## config.mk

```make
export PLATFORM = sky130hd
export DESIGN_NAME = led_row_streamer_gen
export DESIGN_NICKNAME = d
export VERILOG_FILES = /design/src/rtl/led_row_streamer_gen.sv
export SDC_FILE = /design/constraint.sdc
export NUM_CORES = 1
export LEC_CHECK = 0
export ABC_AREA = 1
export BUFFER_PORTS_ARGS = -buffer_cell sky130_fd_sc_hd__buf_2
export CAP_MARGIN = 20
export CORE_ASPECT_RATIO = 0.5
export CORE_MARGIN = 3
export CORE_UTILIZATION = 55
export DETAILED_ROUTE_END_ITERATION = 10
export PLACE_DENSITY = 0.78
export REMOVE_ABC_BUFFERS = 1
export SLEW_MARGIN = 5
export SYNTH_ARGS = -nofsm -noshare
export SYNTH_HDL_FRONTEND = slang
export SYNTH_SLANG_ARGS = --single-unit
```

## constraint.sdc

```tcl
create_clock -name clk -period 3.21 [get_ports clk]
set_clock_uncertainty 0.05 [all_clocks]
set_input_delay 0.321 -clock clk [delete_from_list [all_inputs] [get_ports clk]]
set_output_delay 0.321 -clock clk [all_outputs]
set_load 0.01 [all_outputs]
```

## src/rtl/led_row_streamer_gen.sv

```systemverilog
// Streams the rows of one frame from a frame BRAM as a valid/ready beat stream.
// Read requests are credit-limited so that the output FIFO never overflows.
module led_row_streamer_gen #(
   parameter int FRAME_SEL_WIDTH = 3,
   parameter int ROW_ADDR_WIDTH  = 5,
   parameter int NUM_ROWS        = 32,
   parameter int DATA_WIDTH      = 32,
   parameter int RD_LATENCY      = 2,
   parameter int FIFO_DEPTH      = 4
) (
   input  logic                                     clk,
   input  logic                                     rst_n,
   input  logic                                     start,
   input  logic [FRAME_SEL_WIDTH-1:0]               frame_sel,
   input  logic                                     reverse,
   input  logic                                     abort,
   output logic                                     bram_rd_en,
   output logic [FRAME_SEL_WIDTH+ROW_ADDR_WIDTH-1:0] bram_rd_addr,
   input  logic [DATA_WIDTH-1:0]                    bram_rd_data,
   output logic                                     row_valid,
   input  logic                                     row_ready,
   output logic [ROW_ADDR_WIDTH-1:0]                row_idx,
   output logic [DATA_WIDTH-1:0]                    row_data,
   output logic                                     row_last,
   output logic                                     busy,
   output logic                                     done
);

   localparam int CW = $clog2(FIFO_DEPTH + RD_LATENCY + 1) + 1;
   localparam int PW = (FIFO_DEPTH > 1) ? $clog2(FIFO_DEPTH) : 1;
   localparam int IW = ROW_ADDR_WIDTH + 1;
   localparam logic [IW-1:0] LAST_CNT = IW'(NUM_ROWS - 1);
   localparam logic [CW-1:0] DEPTH_C  = CW'(FIFO_DEPTH);
   localparam logic [PW-1:0] PTR_MAX  = PW'(FIFO_DEPTH - 1);

   typedef enum logic [1:0] {IDLE, RUN, DRAIN} state_t;
   state_t state, state_nxt;

   logic [FRAME_SEL_WIDTH-1:0] frame_lat;
   logic                       rev_lat;
   logic [IW-1:0]              issued;
   logic [IW-1:0]              rev_cnt;
   logic [ROW_ADDR_WIDTH-1:0]  row_cur;
   logic                       cur_last;
   logic                       issue, pop, push, flush, launch;

   logic [RD_LATENCY-1:0]      tag_v, tag_last;
   logic [ROW_ADDR_WIDTH-1:0]  tag_row [RD_LATENCY];

   logic [DATA_WIDTH-1:0]      mem_data [FIFO_DEPTH];
   logic [ROW_ADDR_WIDTH-1:0]  mem_idx  [FIFO_DEPTH];
   logic [FIFO_DEPTH-1:0]      mem_last;
   logic [PW-1:0]              wr_ptr, rd_ptr;
   logic [CW-1:0]              occ, inflight;

   function automatic logic [PW-1:0] ptr_inc(input logic [PW-1:0] p);
      return (p == PTR_MAX) ? '0 : p + PW'(1);
   endfunction

   always_comb begin
      inflight = '0;
      for (int i = 0; i < RD_LATENCY; i++) inflight = inflight + CW'(tag_v[i]);
   end

   assign row_valid = (occ != '0);
   assign pop       = row_valid && row_ready;
   assign push      = tag_v[RD_LATENCY-1];
   assign flush     = abort && (state != IDLE);
   assign launch    = (state == IDLE) && start && !abort;
   assign rev_cnt   = LAST_CNT - issued;
   assign row_cur   = rev_lat ? rev_cnt[ROW_ADDR_WIDTH-1:0] : issued[ROW_ADDR_WIDTH-1:0];
   assign cur_last  = (issued == LAST_CNT);

   // A slot is freed by a pop in the same cycle, so a full FIFO can still keep one read in flight.
   assign issue        = (state == RUN) && !abort && ((occ + inflight - CW'(pop)) < DEPTH_C);
   assign bram_rd_en   = issue;
   assign bram_rd_addr = issue ? {frame_lat, row_cur} : '0;

   assign row_idx  = row_valid ? mem_idx[rd_ptr]  : '0;
   assign row_data = row_valid ? mem_data[rd_ptr] : '0;
   assign row_last = row_valid && mem_last[rd_ptr];

   // done and the drop of busy coincide with acceptance of the final beat, while still in DRAIN.
   assign done = (state == DRAIN) && !abort && pop && row_last;
   assign busy = (state != IDLE) && !done;

   always_comb begin
      state_nxt = state;
      case (state)
         IDLE:    if (launch) state_nxt = RUN;
         RUN:     if (abort) state_nxt = IDLE;
                  else if (issue && cur_last) state_nxt = DRAIN;
         DRAIN:   if (abort) state_nxt = IDLE;
                  else if (pop && row_last) state_nxt = IDLE;
         default: state_nxt = IDLE;
      endcase
   end

   always_ff @(posedge clk or negedge rst_n) begin
      if (!rst_n) begin
         state     <= IDLE;
         frame_lat <= '0;
         rev_lat   <= 1'b0;
         issued    <= '0;
      end else begin
         state <= state_nxt;
         if (launch) begin
            frame_lat <= frame_sel;
            rev_lat   <= reverse;
            issued    <= '0;
         end else if (issue) begin
            issued <= issued + IW'(1);
         end
      end
   end

   always_ff @(posedge clk or negedge rst_n) begin
      if (!rst_n) begin
         tag_v    <= '0;
         tag_last <= '0;
         for (int i = 0; i < RD_LATENCY; i++) tag_row[i] <= '0;
      end else if (flush) begin
         tag_v <= '0;
      end else begin
         tag_v[0]    <= issue;
         tag_last[0] <= cur_last;
         tag_row[0]  <= row_cur;
         for (int i = 1; i < RD_LATENCY; i++) begin
            tag_v[i]    <= tag_v[i-1];
            tag_last[i] <= tag_last[i-1];
            tag_row[i]  <= tag_row[i-1];
         end
      end
   end

   always_ff @(posedge clk or negedge rst_n) begin
      if (!rst_n) begin
         occ    <= '0;
         wr_ptr <= '0;
         rd_ptr <= '0;
      end else if (flush) begin
         occ    <= '0;
         wr_ptr <= '0;
         rd_ptr <= '0;
      end else begin
         if (push) wr_ptr <= ptr_inc(wr_ptr);
         if (pop)  rd_ptr <= ptr_inc(rd_ptr);
         occ <= occ + CW'(push) - CW'(pop);
      end
   end

   // Payload storage needs no reset; occupancy alone decides what is valid.
   always_ff @(posedge clk) begin
      if (push && !flush) begin
         mem_data[wr_ptr] <= bram_rd_data;
         mem_idx[wr_ptr]  <= tag_row[RD_LATENCY-1];
         mem_last[wr_ptr] <= tag_last[RD_LATENCY-1];
      end
   end

endmodule
```

==> reports/metrics.yaml <==
status: "complete, no violations"
io_pins: 91
r2r_cells: 19
synth_cells: 681
rows: 30
synth_warnings: 0
grt_use_met1_pct: 25.4
clock_sinks: 186
antenna_found_initial: 0
dieHeight_um: 90.1
place_congestion: 0.813
reg2reg_to: "issued[5]$_DFFE_PN0P_"
worst_slew_pin_slew_ns: 0.760
synth_seq_cells: 186
critPathCaptureType: "primary output"
port_buffers: 90
total_power_mw: 7.66
core-area_mm2: 0.0137
met3_usage_pct: 3.92
start_kind: "register"
clk_latency_ns: 0.42
syn2layout_area_growth_pct: 16.7
cts_buffers: 17
nets: 826
final_layout_size_suffix_gt1_share_pct: 20.9
min-delay-path-class: "in2reg"
clock.fmax_ghz: 0.333
dieArea_mm2: 0.0157
reg2reg_setup_slack_ns: 0.64
die_w_um: 174
cts_buffer_depth: 2
totalWireLength_um: 15700
mostFrequentLayoutCell: "nor2_1"
vias: 5160
drc_errors: 0
leakagePower_nw: 3.60
h-tree-depth: 4
num-fill-cells: 1028
startpoint: "occ[2]$_DFF_PN0_"
mostFrequentLayoutCells: "164 x nor2_1, 152 x edfxtp_1, 90 x o21ai_0, 90 x buf_2, 52 x nand2_1"
maxCapViolCount: 0
fin_crit_sh_pct: 93.5
arrival_ns: 2.63
setup_viol: 0
post-route-util_pct: 66.2
ir_drop_mv: 0.459
ant_nets: 0
diodes: 0
worst-setup-path-type: "reg2out"
cp-endpoint: "bram_rd_en"
yosysSeqAreaShare_pct: 69.6
drtPass1Iterations: 4
yosysUniqueCellTypes: 29
r2r-start: "occ[2]$_DFF_PN0_"
cts_root_buffer: "clkbuf_16"
power_density_mw_per_mm2: 844
gr-usage-met2_pct: 35.1
post-dp-hpwl_um: 8920
grtUsageTotal_pct: 20.1
grt_remaining_overflow: 0
critPathRequiredTime_ns: 2.84
grt_pass1_wl_um: 25100
post-route-min-period_ns: 3.00
report.final.hold_viol_count: 0
syn_area_mm2: 0.00777
initial_core_util_pct: 56.7
grt_max_degree: 49
hp-start: "bram_rd_data[17]"
slew_headroom_pct: 49.3
slew_violations: 0
avgRoutedWirePerCell_um: 16.0
path_clk_slew_ns: 0.08
path_max_fanout: 6
vias_per_cell: 5.28
syn_avg_cell_area_um2: 11.4
drt_first_iter_violations: 466
grt-busiest-layer: "met2"
cts_tree: "done"
grt_pass1_vias: 5185
## where the power goes
group / leakage (nW) / total (mW) / internal [mW] / switching (mW)
Sequential: 1.80 / 2.91 / 2.81 / 0.101
Combinational: 1.51 / 2.68 / 0.936 / 1.75
Clock: 0.287 / 2.06 / 1.10 / 0.960
Total: 3.60 / 7.66 / 4.85 / 2.81
## synth_stat cells
cell type  instances  share of area, %
nor2_1           168               8.1
edfxtp_1         152                59
o21ai_0           90               5.8
nand2_1           56               2.7
a21oi_1           45               2.9
inv_1             37               1.8
dfrtp_1           34                11
nand3_1           15              0.97
buf_2             12              0.77
clkbuf_1          12              0.58
ha_1              12               1.9
nor2_2             8              0.64
nand4_1            7              0.56
xnor2_1            7              0.79
buf_1              6              0.29
clkbuf_2           3              0.19
nand2_2            3              0.24
nand3_4            2              0.45
xor2_1             2              0.23
a21boi_1           1             0.097
a21o_1             1             0.097
buf_12             1              0.26
buf_4              1             0.097
clkbuf_8           1              0.18
fa_1               1              0.26
mux2_2             1              0.14
nand2_4            1              0.14
nor3_1             1             0.064
o22ai_1            1             0.081
## timing repair
action                                 in CTS  in global routing
gates resized for setup                     0                  7
gates cloned                                0                  1
setup endpoints to repair                   9                  9
endpoints found under the hold margin      34                  0
hold buffers                                1                  0
buffers inserted                            3                  2
pin swaps                                   0                  1
## worst max-delay path: stages, from the launching register on
cell and delay [ns]:
dfrtp_1 0.36, inv_1 0.08, ha_1 0.16, nand3_2 0.11, nand2_2 0.10, inv_1 0.10, nand2_1 0.10, nand2_1 0.06
ha_1 0.27, nand2_1 0.08, nand2_2 0.07, a21boi_1 0.21, nand2_2 0.15, nand3_2 0.17, inv_1 0.07, buf_2 0.14
## routing by layer
metal  wire, µm  share of wire (%)
met1       6640                 42
met2       7980                 51
met3        837                5.3
met4        199                1.3
met5          0                  0
## cell families (layout without fill, tap and decap cells)
group	count (synthesis)	count (layout)	synth area share, %
DFF	186	186	69.6
xor gates and xnor gates	9	9	1.01
AOI/OAI and AO/OA	138	138	8.96
adders and majority gates	13	13	2.19
muxes	1	1	0.145
buffers and inverters	73	176	4.15
and+or+nand+nor	261	262	13.9
## worst min-delay path by stage
stage / end / slack [ns] / cells past startpoint
global route: mem_data[0][17]$_DFFE_PP_ / 0.05 / 1
floorplan: frame_lat[0]$_DFFE_PN0P_ / -0.02 / 0
detailed placement: issued[1]$_DFFE_PN0P_ / 0.39 / 1
CTS: mem_data[0][27]$_DFFE_PP_ / 0.05 / 1
finish: mem_data[0][17]$_DFFE_PP_ / 0.06 / 1
global placement: issued[1]$_DFFE_PN0P_ / 0.38 / 1
## area by class of cell
class	count	area [µm²]	area share (%)
Tap cell	192	240	2.65
Inverter	37	139	1.53
Sequential cell	186	5420	59.7
Timing Repair Buffer	107	593	6.54
Clock inverter	15	158	1.74
Multi-Input combinational cell	423	2100	23.2
Clock buffer	17	425	4.69
## registers in the layout, summed over array words and instances, names as in the netlist
name / cells
mem_last: 4
rev_lat: 1
frame_lat: 3
tag_v: 2
occ: 4
tag_last: 2
wr_ptr: 2
mem_idx: 20
mem_data: 128
rd_ptr: 2
tag_row: 10
issued: 6
state: 2
## stage by stage
stage	hold WS, ns	std cells	setup WS [ns]	TNS [ns]	instance area, µm²
global placement	0.377	938	0.630	0	8410
detailed placement	0.385	938	0.436	0	8410
finish	0.0610	977	0.210	0	9070
CTS	0.0469	974	0.0196	0	9020
global route	0.0455	977	-0.0141	-0.0451	9070
floorplan	-0.0246	645	-0.435	-13.21	7590
Power figures use the tool's default switching activity.
